**src/rtl/vram_port_arbiter_if.sv**
```systemverilog
// Bundles the CPU posted-write, render read and memory macro signals of the VRAM port arbiter.
// Latency: none, wiring only.
// Backpressure: the CPU side sees o_cpu_full; the render side holds i_rd_req until o_rd_grant.
interface vram_port_arbiter_if #(
    parameter int ADDR_W = 11,
    parameter int DATA_W = 64,
    parameter int CNT_W  = 3
);
    // CPU posted-write path
    logic              i_cpu_we;
    logic [ADDR_W-1:0] i_cpu_addr;
    logic [DATA_W-1:0] i_cpu_wdata;
    logic              o_cpu_full;
    logic              o_cpu_overflow;
    logic [CNT_W-1:0]  o_fifo_count;

    // Render read port
    logic              i_rd_req;
    logic [ADDR_W-1:0] i_rd_addr;
    logic              o_rd_grant;
    logic              o_rd_valid;
    logic [DATA_W-1:0] o_rd_data;

    // Single-port memory macro
    logic              o_mem_en;
    logic              o_mem_we;
    logic [ADDR_W-1:0] o_mem_addr;
    logic [DATA_W-1:0] o_mem_wdata;
    logic [DATA_W-1:0] i_mem_rdata;

    // Arbiter side
    modport slave (
        input  i_cpu_we, i_cpu_addr, i_cpu_wdata,
        output o_cpu_full, o_cpu_overflow, o_fifo_count,
        input  i_rd_req, i_rd_addr,
        output o_rd_grant, o_rd_valid, o_rd_data,
        output o_mem_en, o_mem_we, o_mem_addr, o_mem_wdata,
        input  i_mem_rdata
    );

    // Requester / memory side
    modport master (
        output i_cpu_we, i_cpu_addr, i_cpu_wdata,
        input  o_cpu_full, o_cpu_overflow, o_fifo_count,
        output i_rd_req, i_rd_addr,
        input  o_rd_grant, o_rd_valid, o_rd_data,
        input  o_mem_en, o_mem_we, o_mem_addr, o_mem_wdata,
        output i_mem_rdata
    );
endinterface

```
**src/rtl/vram_port_arbiter.sv**
```systemverilog
// Shares one single-port VRAM between render reads and posted CPU writes (write FIFO).
// Latency: memory op issued the same cycle as grant; read data valid one cycle after grant.
// Backpressure: render reads wait on o_rd_grant; CPU pushes are dropped (sticky overflow) while full.
module vram_port_arbiter #(
    parameter int ADDR_W     = 11,
    parameter int DATA_W     = 64,
    parameter int FIFO_DEPTH = 4,
    parameter int MAX_WAIT   = 8
) (
    input logic               clk,
    input logic               reset_n,
    vram_port_arbiter_if.slave bus
);
    localparam int PTR_W  = $clog2(FIFO_DEPTH);
    localparam int CNT_W  = PTR_W + 1;
    localparam int WAIT_W = $clog2(MAX_WAIT + 1);

    typedef struct packed {
        logic [ADDR_W-1:0] addr;
        logic [DATA_W-1:0] data;
    } wr_entry_t;

    wr_entry_t         fifo_mem [FIFO_DEPTH];
    logic [PTR_W-1:0]  wr_ptr;
    logic [PTR_W-1:0]  rd_ptr;
    logic [CNT_W-1:0]  count;
    logic [WAIT_W-1:0] wait_cnt;
    logic              overflow;
    logic              rd_vld;
    logic [DATA_W-1:0] rd_hold;

    logic              fifo_empty;
    logic              fifo_full;
    logic              hazard;
    logic              grant_w;
    logic              grant_r;
    logic              push;
    wr_entry_t         head;

    assign fifo_empty = (count == '0);
    assign fifo_full  = (count == CNT_W'(FIFO_DEPTH));
    assign head       = fifo_mem[rd_ptr];

    // Coherence hazard: the pending read address matches any live FIFO entry.
    always_comb begin
        hazard = 1'b0;
        for (int i = 0; i < FIFO_DEPTH; i++) begin
            if ((CNT_W'(PTR_W'(PTR_W'(i) - rd_ptr)) < count) &&
                (fifo_mem[i].addr == bus.i_rd_addr)) begin
                hazard = 1'b1;
            end
        end
    end

    // Writes take the port when reads are absent, the FIFO is full, the wait bound
    // is reached, or a read would bypass an older write to the same word. Grants
    // are masked during reset so a read launched then never returns data.
    assign grant_w = reset_n && !fifo_empty &&
                     (!bus.i_rd_req || fifo_full ||
                      (wait_cnt == WAIT_W'(MAX_WAIT)) || hazard);
    assign grant_r = reset_n && bus.i_rd_req && !grant_w;
    assign push    = bus.i_cpu_we && !fifo_full;

    assign bus.o_rd_grant     = grant_r;
    assign bus.o_mem_en       = grant_w || grant_r;
    assign bus.o_mem_we       = grant_w;
    assign bus.o_mem_addr     = grant_w ? head.addr : bus.i_rd_addr;
    assign bus.o_mem_wdata    = head.data;
    assign bus.o_cpu_full     = fifo_full;
    assign bus.o_cpu_overflow = overflow;
    assign bus.o_fifo_count   = count;
    assign bus.o_rd_valid     = rd_vld;
    // The macro returns data one cycle after the grant, so the valid cycle passes it
    // straight through; the hold register keeps it stable until the next valid.
    assign bus.o_rd_data      = rd_vld ? bus.i_mem_rdata : rd_hold;

    // FIFO payload storage; only entries inside [rd_ptr, rd_ptr+count) are meaningful.
    always_ff @(posedge clk) begin
        if (push) begin
            fifo_mem[wr_ptr] <= '{addr: bus.i_cpu_addr, data: bus.i_cpu_wdata};
        end
    end

    // FIFO pointers and occupancy; pointers wrap naturally at a power-of-two depth.
    always_ff @(posedge clk or negedge reset_n) begin
        if (!reset_n) begin
            wr_ptr <= '0;
            rd_ptr <= '0;
            count  <= '0;
        end else begin
            if (push) begin
                wr_ptr <= wr_ptr + PTR_W'(1);
            end
            if (grant_w) begin
                rd_ptr <= rd_ptr + PTR_W'(1);
            end
            case ({push, grant_w})
                2'b10:   count <= count + CNT_W'(1);
                2'b01:   count <= count - CNT_W'(1);
                default: count <= count;
            endcase
        end
    end

    // Starvation counter: cycles a non-empty FIFO has been denied, saturating.
    always_ff @(posedge clk or negedge reset_n) begin
        if (!reset_n) begin
            wait_cnt <= '0;
        end else if (fifo_empty || grant_w) begin
            wait_cnt <= '0;
        end else if (wait_cnt != WAIT_W'(MAX_WAIT)) begin
            wait_cnt <= wait_cnt + WAIT_W'(1);
        end
    end

    // Sticky overflow: any push attempt against a full FIFO, even if it drains this cycle.
    always_ff @(posedge clk or negedge reset_n) begin
        if (!reset_n) begin
            overflow <= 1'b0;
        end else if (bus.i_cpu_we && fifo_full) begin
            overflow <= 1'b1;
        end
    end

    // Read return tracking: one valid per grant, data held between valids.
    always_ff @(posedge clk or negedge reset_n) begin
        if (!reset_n) begin
            rd_vld  <= 1'b0;
            rd_hold <= '0;
        end else begin
            rd_vld <= grant_r;
            if (rd_vld) begin
                rd_hold <= bus.i_mem_rdata;
            end
        end
    end
endmodule

```
**src/flat_wrapper.sv**
```systemverilog
// flat-port wrapper written by rule: the top's interface ports become plain ports
module vram_port_arbiter_flat 
#(
    parameter int ADDR_W     = 11,
    parameter int DATA_W     = 64,
    parameter int FIFO_DEPTH = 4,
    parameter int MAX_WAIT   = 8
)
  (clk, reset_n, bus_i_cpu_we, bus_i_cpu_addr, bus_i_cpu_wdata, bus_o_cpu_full, bus_o_cpu_overflow, bus_o_fifo_count, bus_i_rd_req, bus_i_rd_addr, bus_o_rd_grant, bus_o_rd_valid, bus_o_rd_data, bus_o_mem_en, bus_o_mem_we, bus_o_mem_addr, bus_o_mem_wdata, bus_i_mem_rdata);
  vram_port_arbiter_if #(.ADDR_W(ADDR_W), .DATA_W(DATA_W), .CNT_W((3))) bus_i ();
  input logic clk;
  input logic reset_n;
  input wire logic [$bits(bus_i.i_cpu_we)-1:0] bus_i_cpu_we;
  input wire logic [$bits(bus_i.i_cpu_addr)-1:0] bus_i_cpu_addr;
  input wire logic [$bits(bus_i.i_cpu_wdata)-1:0] bus_i_cpu_wdata;
  output wire logic [$bits(bus_i.o_cpu_full)-1:0] bus_o_cpu_full;
  output wire logic [$bits(bus_i.o_cpu_overflow)-1:0] bus_o_cpu_overflow;
  output wire logic [$bits(bus_i.o_fifo_count)-1:0] bus_o_fifo_count;
  input wire logic [$bits(bus_i.i_rd_req)-1:0] bus_i_rd_req;
  input wire logic [$bits(bus_i.i_rd_addr)-1:0] bus_i_rd_addr;
  output wire logic [$bits(bus_i.o_rd_grant)-1:0] bus_o_rd_grant;
  output wire logic [$bits(bus_i.o_rd_valid)-1:0] bus_o_rd_valid;
  output wire logic [$bits(bus_i.o_rd_data)-1:0] bus_o_rd_data;
  output wire logic [$bits(bus_i.o_mem_en)-1:0] bus_o_mem_en;
  output wire logic [$bits(bus_i.o_mem_we)-1:0] bus_o_mem_we;
  output wire logic [$bits(bus_i.o_mem_addr)-1:0] bus_o_mem_addr;
  output wire logic [$bits(bus_i.o_mem_wdata)-1:0] bus_o_mem_wdata;
  input wire logic [$bits(bus_i.i_mem_rdata)-1:0] bus_i_mem_rdata;
  assign bus_i.i_cpu_we = bus_i_cpu_we;
  assign bus_i.i_cpu_addr = bus_i_cpu_addr;
  assign bus_i.i_cpu_wdata = bus_i_cpu_wdata;
  assign bus_o_cpu_full = bus_i.o_cpu_full;
  assign bus_o_cpu_overflow = bus_i.o_cpu_overflow;
  assign bus_o_fifo_count = bus_i.o_fifo_count;
  assign bus_i.i_rd_req = bus_i_rd_req;
  assign bus_i.i_rd_addr = bus_i_rd_addr;
  assign bus_o_rd_grant = bus_i.o_rd_grant;
  assign bus_o_rd_valid = bus_i.o_rd_valid;
  assign bus_o_rd_data = bus_i.o_rd_data;
  assign bus_o_mem_en = bus_i.o_mem_en;
  assign bus_o_mem_we = bus_i.o_mem_we;
  assign bus_o_mem_addr = bus_i.o_mem_addr;
  assign bus_o_mem_wdata = bus_i.o_mem_wdata;
  assign bus_i.i_mem_rdata = bus_i_mem_rdata;
  vram_port_arbiter #(.ADDR_W(ADDR_W), .DATA_W(DATA_W), .FIFO_DEPTH(FIFO_DEPTH), .MAX_WAIT(MAX_WAIT)) u_core (.clk(clk), .reset_n(reset_n), .bus(bus_i));
endmodule
```
**config.mk**
```make
export PLATFORM = sky130hd
export DESIGN_NAME = vram_port_arbiter_flat
export DESIGN_NICKNAME = d
export VERILOG_FILES = /design/src/rtl/vram_port_arbiter_if.sv /design/src/rtl/vram_port_arbiter.sv /design/src/flat_wrapper.sv
export SDC_FILE = /design/constraint.sdc
export NUM_CORES = 1
export LEC_CHECK = 0
export ABC_AREA = 1
export CORE_MARGIN = 4
export CORE_UTILIZATION = 46
export DETAILED_ROUTE_END_ITERATION = 7
export PLACE_DENSITY = 0.78
export SLEW_MARGIN = 20
export SYNTH_ARGS = -nofsm -noshare
export SYNTH_HDL_FRONTEND = slang
export SYNTH_SLANG_ARGS = --single-unit
```
**constraint.sdc**
```tcl
create_clock -name clk -period 4.7 [get_ports clk]
set_clock_uncertainty 0.2 [all_clocks]
set_input_delay 0.705 -clock clk [delete_from_list [all_inputs] [get_ports clk]]
set_output_delay 0.705 -clock clk [all_outputs]
set_load 0.005 [all_outputs]
```
==> flow_metrics.py, run 1 <==
metrics = {
    "pwr": {
        "p_clk_frac": 0.251,
        "sequentialPowerShare": 0.398,
        "powerDensity_nw_per_um2": 598,
        "p_int_w": 0.00811,
        "p_leak_nw": 7.33,
        "netSwitchingPower_w": 0.00355,
        "p_sw_frac": 0.305,
        "peakVddDrop_mv": 0.364,
        "combPwrFrac": 0.351,
    },
    "synthesis": {
        "synth_nets": 1205,
        "synthTopCellsByCount": "edfxtp_1 (300), nand2_1 (232), a22oi_1 (122)",
        "synth_compound_area_frac": 0.0716,
        "yosys.area_share.simple": 0.0849,
        "post-synth-top-count-cell": "edfxtp_1",
        "synth_flop_cell": "edfxtp_1",
        "netlist_instances": 1039,
        "synth_area_leaders": "edfxtp_1 (61%), dfrtp_1 (13%), a22oi_1 (6.2%)",
        "yosysUniqueCellTypes": 31,
        "synth_top_area_frac": 0.611,
        "yosysSeqAreaShare": 0.741,
        "synth_adder_area_share": 0.0107,
        "synth_mux_area_frac": 0.0489,
        "synth-seq-cells": 377,
        "syn_avg_cell_area_um2": 14.2,
        "synth_xor_area_frac": 0.0125,
        "synth_edf_count": 300,
        "synth_top_family_by_area": "simple AND/OR/NAND/NOR gates",
        "async_reset_ff_frac": 0.204,
        "yosysTopAreaCell": "edfxtp_1",
        "synth_area_um2": 14800,
        "synth_warnings": 0,
    },
    "routing": {
        "drt_first_iter_violations": 545,
        "drt-vias-per-instance": 5.31,
        "remaining_drc_errors": 0,
        "ant_nets": 0,
        "post_drt_wl_per_cell_um": 20.2,
        "drt-total-wl_mm": 36.0,
        "vias": 9459,
        "firstDrtPassIters": 5,
    },
    "cells_and_area": {
        "fill_cells": 2343,
        "drive_gt1_frac": 0.107,
        "area_growth_pct": 32.1,
        "final_cells": 1783,
        "nets": 1521,
        "seqCellArea_um2": 10900,
        "multiInputGateArea_um2": 3420,
    },
    "floorplanning": {
        "die_area_um2": 35000,
        "fp.coreArea_um2": 31600,
        "die_y_um": 187,
        "die_w_um": 187,
        "ioPinCount": 302,
        "rows": 65,
        "start_util": 0.466,
    },
    "place": {
        "placed_cells": 1715,
        "dp_slack_ps": 710,
        "gp_congestion": 0.907,
        "portBuffers": 301,
        "hpwl_mm": 23.4,
    },
    "worst_setup_path": {
        "setup.worst_path.start_class": "flop",
        "arrival_ps": 3500,
        "crit_path_max_incr_delay_ps": 570,
        "worstSetupPathType": "flop to output port",
        "worstSetupEndpointType": "output port",
        "timing.critical_path.cells": "nand2_1 -> inv_2 -> nor2_1 -> inv_1 -> ha_1 -> nand3_1 -> nand2_1 -> nor2_1 -> nand2_1 -> nand3_2 -> o21bai_4 -> inv_1 -> nor2_1 -> clkdlybuf4s50_1",
        "crit_required_ps": 3800,
        "critPathSlowestCell": "clkdlybuf4s50_1",
        "worst-path-max-fanout": 8,
    },
    "grt": {
        "overflow": 0,
        "grt_pass1_wl_mm": 55.1,
        "grtUsageTotal": 0.198,
        "antenna_found_initial": 3,
        "grt_start_max_net_pins": 76,
        "grt_pass1_vias": 9744,
    },
    "timing": {
        "final.min_clock_period_ps": 4410,
        "hold_viol": 0,
        "setup_slack_ps": 293,
        "tightestPinTransition_ps": 1000,
        "slew_violations": 0,
        "min_period_over_period": 0.938,
        "setup_violations": 0,
        "clock.fmax_mhz": 227,
        "rsz0062_at_grt": "false",
        "max_slew_margin": 0.332,
    },
    "clocking": {
        "clockBufferDepth": 3,
        "cts.sinks": 377,
        "cts_buffers": 39,
        "path_clk_slew_ps": 60,
        "cts_htree_levels": 2,
        "cts_resized": 0,
        "root_buffer": "clkbuf_16",
        "tritoncts": "built",
        "insertion_delay_ps": 510,
    },
    "min_path": {
        "hp-class": "flop to flop",
    },
    "flow_run": {
        "max_cap_viol_count": 0,
    },
    "run_status": {
        "status": "finished clean",
    },
}
==> final cells by class <==
cell class / count / area share
Sequential cell: 377 / 0.561
Multi-Input combinational cell: 553 / 0.176
Timing Repair Buffer: 319 / 0.163
Clock buffer: 53 / 0.0549
Tap cell: 402 / 0.0258
Inverter: 65 / 0.0125
Clock inverter: 13 / 0.00706
Antenna cell: 1 / 0.000128
==> per-stage QoR <==
step / power (W) / hold WS, ps / TNS (ps) / cell area [um^2] / utilization
floorplan: 0.00654 / 209 / -7350 / 14800 / -
global placement: 0.00875 / 276 / 0 / 18300 / 0.577
detailed placement: 0.00884 / 284 / 0 / 18300 / 0.577
CTS: 0.0118 / 298 / 0 / 19500 / 0.616
global route: 0.0123 / 309 / 0 / 19500 / 0.616
finish: 0.0117 / 296 / 0 / 19500 / 0.616
==> state kept, by name (all words and copies together) (netlist names) <==
| signal | count |
|---|---|
| u_core.wr_ptr | 2 |
| u_core.bus.o_cpu_overflow | 1 |
| u_core.wait_cnt | 4 |
| u_core.bus.o_fifo_count | 3 |
| u_core.rd_hold | 64 |
| u_core.rd_ptr | 2 |
| u_core.fifo_mem | 300 |
| u_core.bus.o_rd_valid | 1 |
==> metal layers <==
layer  GRT usage  vias up  part of all wire
met1       0.241     4591              0.39
li1            -     4386                 -
met2       0.332      413              0.48
met5           0        -           0.00072
met4      0.0606        4             0.028
met3      0.0739       65             0.099
==> cell families after synthesis <==
kind of cell / after synthesis
AOI/OAI and AO/OA: 140
xor gates and xnor gates: 21
adders and majority gates: 12
buffers and inverters: 109
DFF: 377
muxes: 64
and+or+nand+nor: 316
==> power groups by stage <==
stage / registers (W) / logic (W) / clock network, W
finish: 0.00464 / 0.00410 / 0.00293
global route: 0.00469 / 0.00447 / 0.00315
CTS: 0.00464 / 0.00416 / 0.00299
detailed placement: 0.00470 / 0.00414 / 0
global placement: 0.00466 / 0.00409 / 0
floorplan: 0.00469 / 0.00185 / 0
==> path summary, 6_finish.rpt <==
kind                                         start                         end  slack, ps  depth (start not counted)
min in group asynchronous                  reset_n          u_core.rd_hold[47]        420                          2
max in group asynchronous                  reset_n       u_core.bus.o_rd_valid       2770                          3
worst min-delay path            u_core.rd_hold[56]          u_core.rd_hold[56]        300                          1
worst max-delay path              u_core.rd_ptr[0]              bus_o_rd_grant        290                         14
worst min register to register  u_core.rd_hold[56]          u_core.rd_hold[56]        300                          1
worst max register to register    u_core.rd_ptr[0]  u_core.bus.o_fifo_count[2]       1220                         18
==> placed cells by master (no fill, tap or decap), types with 5 or more instances in the layout <==
| cell type | instances |
|---|---|
| o221ai_1 | 7 |
| clkinv_2 | 5 |
| nor2_1 | 35 |
| xor2_1 | 12 |
| clkbuf_16 | 41 |
| nor2_4 | 7 |
| clkdlybuf4s50_1 | 300 |
| xnor2_1 | 9 |
| mux2_2 | 64 |
| clkbuf_1 | 12 |
| dfrtp_1 | 76 |
| ha_1 | 11 |
| buf_4 | 16 |
| a22oi_1 | 122 |
| edfxtp_1 | 300 |
| nand3_1 | 37 |
| inv_1 | 62 |
| nand2_1 | 232 |
| clkinv_1 | 5 |
==> worst max-delay path, delay by kind of cell, from the launching register on <==
family / cells / cell delay, ps
flip-flops: 1 / 470
AND/OR/NAND/NOR: 8 / 1160
adder cells (fa/ha/maj): 1 / 280
buffers and inverters: 4 / 830
AO/OA/AOI/OAI: 1 / 230
==> repair_timing <==
action / CTS / global route
hold endpoints to repair: 13 / 0
setup buffers: 0 / 0
hold buffers: 1 / 0
No activity file was read; power rests on OpenSTA's default activity.
==> run 2: changes to the inputs <==
--- a/config.mk
+++ b/config.mk
@@ -10,7 +10,6 @@
 export CORE_UTILIZATION = 46
 export DETAILED_ROUTE_END_ITERATION = 7
 export PLACE_DENSITY = 0.78
-export SLEW_MARGIN = 20
 export SYNTH_ARGS = -nofsm -noshare
 export SYNTH_HDL_FRONTEND = slang
 export SYNTH_SLANG_ARGS = --single-unit
==> results of run 2 <==
The final DEF is identical to that of run 1; final timing and power are the same.
